===== src/rtl/shift_mult_pkg.sv =====
// Shared constants and types for the sequential radix-2 Booth multiplier.
package shift_mult_pkg;

    localparam int unsigned WIDTH_DEFAULT = 32;

    typedef enum logic [1:0] {
        LOAD = 2'd0,
        RUN  = 2'd1,
        DONE = 2'd2,
        HOLD = 2'd3
    } state_t;

    function automatic int unsigned cnt_width(input int unsigned w);
        return $clog2(w + 1);
    endfunction

    localparam int unsigned CNT_W = cnt_width(WIDTH_DEFAULT);

endpackage


===== src/rtl/booth_shift_core.sv =====
// Iterative radix-2 Booth core: one add/sub plus arithmetic right shift per clock.
module booth_shift_core
    import shift_mult_pkg::*;
#(
    parameter int unsigned WIDTH = WIDTH_DEFAULT
) (
    input  logic                 clk,
    input  logic                 rst_n,
    input  logic                 start,
    input  logic [WIDTH-1:0]     multiplicand,
    input  logic [WIDTH-1:0]     multiplier,
    output logic [WIDTH-1:0]     m_held,
    output logic [WIDTH-1:0]     q_held,
    output logic                 done,
    output logic [2*WIDTH-1:0]   product
);

    localparam int unsigned CW = cnt_width(WIDTH);

    logic [WIDTH-1:0]   m_reg;
    logic [WIDTH-1:0]   q_reg;
    logic [2*WIDTH+1:0] p_reg;
    logic [CW-1:0]      cnt;
    logic               busy;

    logic [WIDTH:0]     m_ext;
    logic [WIDTH:0]     acc;
    logic [WIDTH:0]     acc_next;
    logic [2*WIDTH+1:0] p_next;

    // Accumulator is one bit wider than M so that subtracting -2^(WIDTH-1) cannot overflow.
    assign m_ext = {m_reg[WIDTH-1], m_reg};
    assign acc   = p_reg[2*WIDTH+1:WIDTH+1];

    always_comb begin
        acc_next = acc;
        case (p_reg[1:0])
            2'b01:   acc_next = acc + m_ext;
            2'b10:   acc_next = acc - m_ext;
            default: acc_next = acc;
        endcase
        p_next = {acc_next[WIDTH], acc_next, p_reg[WIDTH:1]};
    end

    assign done    = busy && (cnt == CW'(WIDTH - 1));
    assign product = p_reg[2*WIDTH:1];
    assign m_held  = m_reg;
    assign q_held  = q_reg;

    always_ff @(posedge clk or negedge rst_n) begin
        if (!rst_n) begin
            m_reg <= '0;
            q_reg <= '0;
            p_reg <= '0;
            cnt   <= '0;
            busy  <= 1'b0;
        end else if (start) begin
            m_reg <= multiplicand;
            q_reg <= multiplier;
            p_reg <= {{(WIDTH+1){1'b0}}, multiplier, 1'b0};
            cnt   <= '0;
            busy  <= 1'b1;
        end else if (busy) begin
            p_reg <= p_next;
            cnt   <= cnt + CW'(1);
            if (done) begin
                busy <= 1'b0;
            end
        end
    end

endmodule


===== src/rtl/shift_integration.sv =====
// Free-running signed multiplier wrapper: recomputes on operand change, holds product in output1.
module shift_integration
    import shift_mult_pkg::*;
#(
    parameter int unsigned WIDTH = WIDTH_DEFAULT
) (
    input  logic                 clk,
    input  logic                 rst_n,
    input  logic [WIDTH-1:0]     input1,
    input  logic [WIDTH-1:0]     input2,
    output logic [2*WIDTH-1:0]   output1
);

    state_t             state;
    logic               start;
    logic               changed;
    logic               done;
    logic [WIDTH-1:0]   m_held;
    logic [WIDTH-1:0]   q_held;
    logic [2*WIDTH-1:0] product;

    assign start   = (state == LOAD);
    assign changed = (input1 != m_held) || (input2 != q_held);

    booth_shift_core #(
        .WIDTH (WIDTH)
    ) u_core (
        .clk          (clk),
        .rst_n        (rst_n),
        .start        (start),
        .multiplicand (input1),
        .multiplier   (input2),
        .m_held       (m_held),
        .q_held       (q_held),
        .done         (done),
        .product      (product)
    );

    // A change during RUN or DONE abandons the run; output1 only updates from a clean DONE.
    always_ff @(posedge clk or negedge rst_n) begin
        if (!rst_n) begin
            state   <= LOAD;
            output1 <= '0;
        end else begin
            case (state)
                LOAD: state <= RUN;
                RUN: begin
                    if (changed) begin
                        state <= LOAD;
                    end else if (done) begin
                        state <= DONE;
                    end
                end
                DONE: begin
                    if (changed) begin
                        state <= LOAD;
                    end else begin
                        output1 <= product;
                        state   <= HOLD;
                    end
                end
                HOLD: begin
                    if (changed) begin
                        state <= LOAD;
                    end
                end
                default: state <= LOAD;
            endcase
        end
    end

endmodule


===== config.mk =====
export PLATFORM = sky130hd
export DESIGN_NAME = shift_integration
export DESIGN_NICKNAME = d
export VERILOG_FILES = /design/src/rtl/shift_mult_pkg.sv /design/src/rtl/booth_shift_core.sv /design/src/rtl/shift_integration.sv
export SDC_FILE = /design/constraint.sdc
export NUM_CORES = 1
export LEC_CHECK = 0
export CAP_MARGIN = 20
export CORE_UTILIZATION = 45
export CTS_BUF_LIST = sky130_fd_sc_hd__clkbuf_8
export DETAILED_ROUTE_END_ITERATION = 12
export DONT_BUFFER_PORTS = 1
export MAX_ROUTING_LAYER = met4
export PLACE_DENSITY_LB_ADDON = 0.05
export SLEW_MARGIN = 20
export SYNTH_ARGS = -nofsm -noshare
export SYNTH_HDL_FRONTEND = slang
export SYNTH_SLANG_ARGS = --single-unit

===== constraint.sdc =====
create_clock -name clk -period 4.55 [get_ports clk]
set_input_delay 1.365 -clock clk [delete_from_list [all_inputs] [get_ports clk]]
set_output_delay 1.365 -clock clk [all_outputs]
set_load 0.05 [all_outputs]

==> impl_metrics.sql, run 1 <==
INSERT INTO impl_metrics (metric_group, metric, value, unit) VALUES
('clock_network', 'ctsHtreeMaxLevel', '2', ''),
('status', 'outcome', 'complete, no violations', ''),
('timing', 'worst_slew_margin_relative_to_its_limit', '0.450', ''),
('hold_path', 'hold_path_class', 'reg -> reg', ''),
('clock_network', 'ctsRootBufferMaster', 'sky130_fd_sc_hd__clkbuf_8', ''),
('worst_setup_path', 'worstSetupStartpointType', 'flip-flop', ''),
('clock_network', 'cts_buffer_depth', '3', ''),
('synthesis', 'ys_async_sr_fraction', '1.00', ''),
('worst_setup_path', 'max_stage_delay', '0.48', 'ns'),
('worst_setup_path', 'critPathRequiredTime', '4.94', 'ns'),
('worst_setup_path', 'critPathMaxFanout', '7', ''),
('clock_network', 'holdBufCountCts', '0', ''),
('power', 'leakage', '5.94', 'nW'),
('layout', 'final_cell_area_excluding_filler_cells', '12300', 'um^2'),
('floorplan', 'initial_cell_density_of_the_core', '0.463', ''),
('routing', 'total_via_count_after_detailed_routing', '7956', ''),
('global_routing', 'grtUsageMet2', '0.332', ''),
('synthesis', 'yosys-top-cells-count', '222 x sky130_fd_sc_hd__nand2_1, 202 x sky130_fd_sc_hd__dfrtp_1, 113 x sky130_fd_sc_hd__xnor2_1, 82 x sky130_fd_sc_hd__a21oi_1, 73 x sky130_fd_sc_hd__o21ai_0', ''),
('run', 'max_cap_viol_count', '0', ''),
('layout', 'num_antenna_cells', '0', ''),
('layout', 'multi_input_comb_area', '5950', 'um^2'),
('global_routing', 'global_route_wire_length_before_repair', '44.1', 'mm'),
('worst_setup_path', 'worstSetupEndpointType', 'flip-flop', ''),
('synthesis', 'synth.cell_area', '11400', 'um^2'),
('timing', 'worst-slew-pin-transition', '0.825', 'ns'),
('power', 'vdd_ir_drop_max', '0.000196', 'V'),
('routing', 'drcViolationCount', '0', ''),
('worst_setup_path', 'setup.worst_path.class', 'reg -> reg', ''),
('synthesis', 'synth_seq_cells', '202', ''),
('routing', 'ant_nets', '0', ''),
('synthesis', 'netlist-cell-type-count', '57', ''),
('worst_setup_path', 'timing.reg2reg.setup_slack', '0.44', 'ns'),
('floorplan', 'total_core_area', '24500', 'um^2'),
('clock_network', 'clock-sinks', '202', ''),
('place', 'dpl-instance-area', '11500', 'um^2'),
('global_routing', 'grt_util_all_layers', '0.221', ''),
('timing', 'setup_total_negative_slack', '0', 'ns'),
('floorplan', 'rows', '57', ''),
('layout', 'layout.cells.non_filler', '1480', ''),
('layout', 'largest_register_ff_count', '65', ''),
('layout', 'final_core_util', '0.500', ''),
('clock_network', 'cts_tree', 'yes', ''),
('timing', 'setup_ws', '0.439', 'ns'),
('place', 'io_buffer_count', '0', ''),
('worst_setup_path', 'ff2ff_path_depth', '16', ''),
('global_routing', 'grt_util_met1', '0.290', ''),
('hold_path', 'holdCritStartpoint', 'u_core.q_held[18]', ''),
('routing', 'routed_wl', '27.2', 'mm'),
('synthesis', 'synth_top_flop_cell', 'sky130_fd_sc_hd__dfrtp_1', ''),
('worst_setup_path', 'timing.critical_path.arrival', '4.50', 'ns'),
('synthesis', 'synth.yosys.seq_area_share', '0.445', ''),
('synthesis', 'synth_most_common_cell', 'sky130_fd_sc_hd__nand2_1', ''),
('clock_network', 'numCtsBuffers', '37', ''),
('timing', 'fin_worst_skew', '0.0260', 'ns'),
('synthesis', 'synth_top_area_share', '0.445', ''),
('power', 'pwr_density_cell', '354', 'nW/um^2'),
('place', 'detailed_place_hpwl', '19.2', 'mm'),
('synthesis', 'synth_warnings', '0', ''),
('routing', 'dr.first_iter.drc_count', '408', ''),
('worst_setup_path', 'r2r_start', 'u_core.m_held[2]', ''),
('place', 'gp_routability_congestion', '0.879', ''),
('floorplan', 'die_area', '25900', 'um^2'),
('clock_network', 'cts.reportedPaths.clkPinSlew', '0.06', 'ns'),
('place', 'detailedPlace.worstSlack', '0.330', 'ns'),
('synthesis', 'instance_count_of_the_mapped_netlist', '1155', ''),
('worst_setup_path', 'crit_slowest_cell', 'sky130_fd_sc_hd__dfrtp_1', ''),
('place', 'place_inst', '1418', ''),
('global_routing', 'largest_net_degree_at_the_start_of_global_routing', '203', ''),
('timing', 'setup_violators_final', '0', ''),
('routing', 'first_pass_iters', '5', ''),
('worst_setup_path', 'setup.worst_path.start', 'u_core.m_held[2]', '');
worst min-delay path by stage:
stage | to | slack (ns) | cells after the start
after floorplan | u_core.q_held[0] | 0.47 | 2
after global placement | u_core.q_held[11] | 0.48 | 2
after detailed placement | u_core.q_held[12] | 0.48 | 2
after CTS | u_core.m_held[7] | 0.49 | 0
after global routing | output1[48] | 0.50 | 0
final | u_core.q_held[18] | 0.49 | 2
worst min-delay path: stages (launching register included):
cell and delay (ns):
sky130_fd_sc_hd__dfrtp_1 0.36, sky130_fd_sc_hd__nand2_1 0.05, sky130_fd_sc_hd__nand2_1 0.05
cell families (layout without fill, tap and decap cells):
| group | after synthesis | count (layout) | share of synthesized area |
|---|---|---|---|
| flip-flops | 202 | 202 | 0.445 |
| XOR/XNOR | 126 | 126 | 0.0971 |
| AO/OA/AOI/OAI | 244 | 244 | 0.130 |
| buffers and inverters | 84 | 85 | 0.0336 |
| AND/OR/NAND/NOR | 360 | 360 | 0.141 |
| adder cells (fa/ha/maj) | 36 | 36 | 0.0403 |
| multiplexers | 103 | 103 | 0.114 |
area by class of cell:
cell class              count  share of cell area
multi-input cells         869               0.484
flip-flops and latches    202               0.412
clock buffers              46              0.0516
well taps                 324              0.0330
clock inverters            16             0.00815
repair buffers              9             0.00652
inverters                  14             0.00428
metal layers:
layer	up-vias	part of all wire	wire, um
met1	3773	0.46	12600
met5	-	0	0
met4	0	0.016	446
li1	3983	-	-
met2	168	0.45	12300
met3	32	0.071	1930
cells in the final DEF, fill, tap and decap left out, drive strengths merged, types with 18 or more instances in the layout:
master,netlist,routed
mux2,64,64
clkbuf,50,46
a21o,23,23
dfrtp,202,202
ha,35,35
xnor2,113,113
nand2,223,223
mux2i,39,39
inv,14,28
nand4,24,24
o211ai,18,18
nor2,60,60
o21ai,74,74
a21oi,83,83
timing repair:
| action | in CTS | in global routing |
|---|---|---|
| setup buffers | 0 | 0 |
| setup endpoints to repair | 0 | 2 |
| gates resized for setup | 0 | 1 |
power by group:
| group | total, mW | internal [mW] | switching [mW] |
|---|---|---|---|
| Combinational | 0.674 | 0.301 | 0.372 |
| Clock | 1.73 | 0.966 | 0.762 |
| Sequential | 1.95 | 1.86 | 0.0868 |
| Total | 4.35 | 3.13 | 1.22 |
(Power assumes the default switching activity.)
==> run 2: changes to the inputs <==
- SKIP_CTS_REPAIR_TIMING: unset -> 1
==> results of run 2 <==
No change in the layout: final DEF, timing and power equal those of run 1.
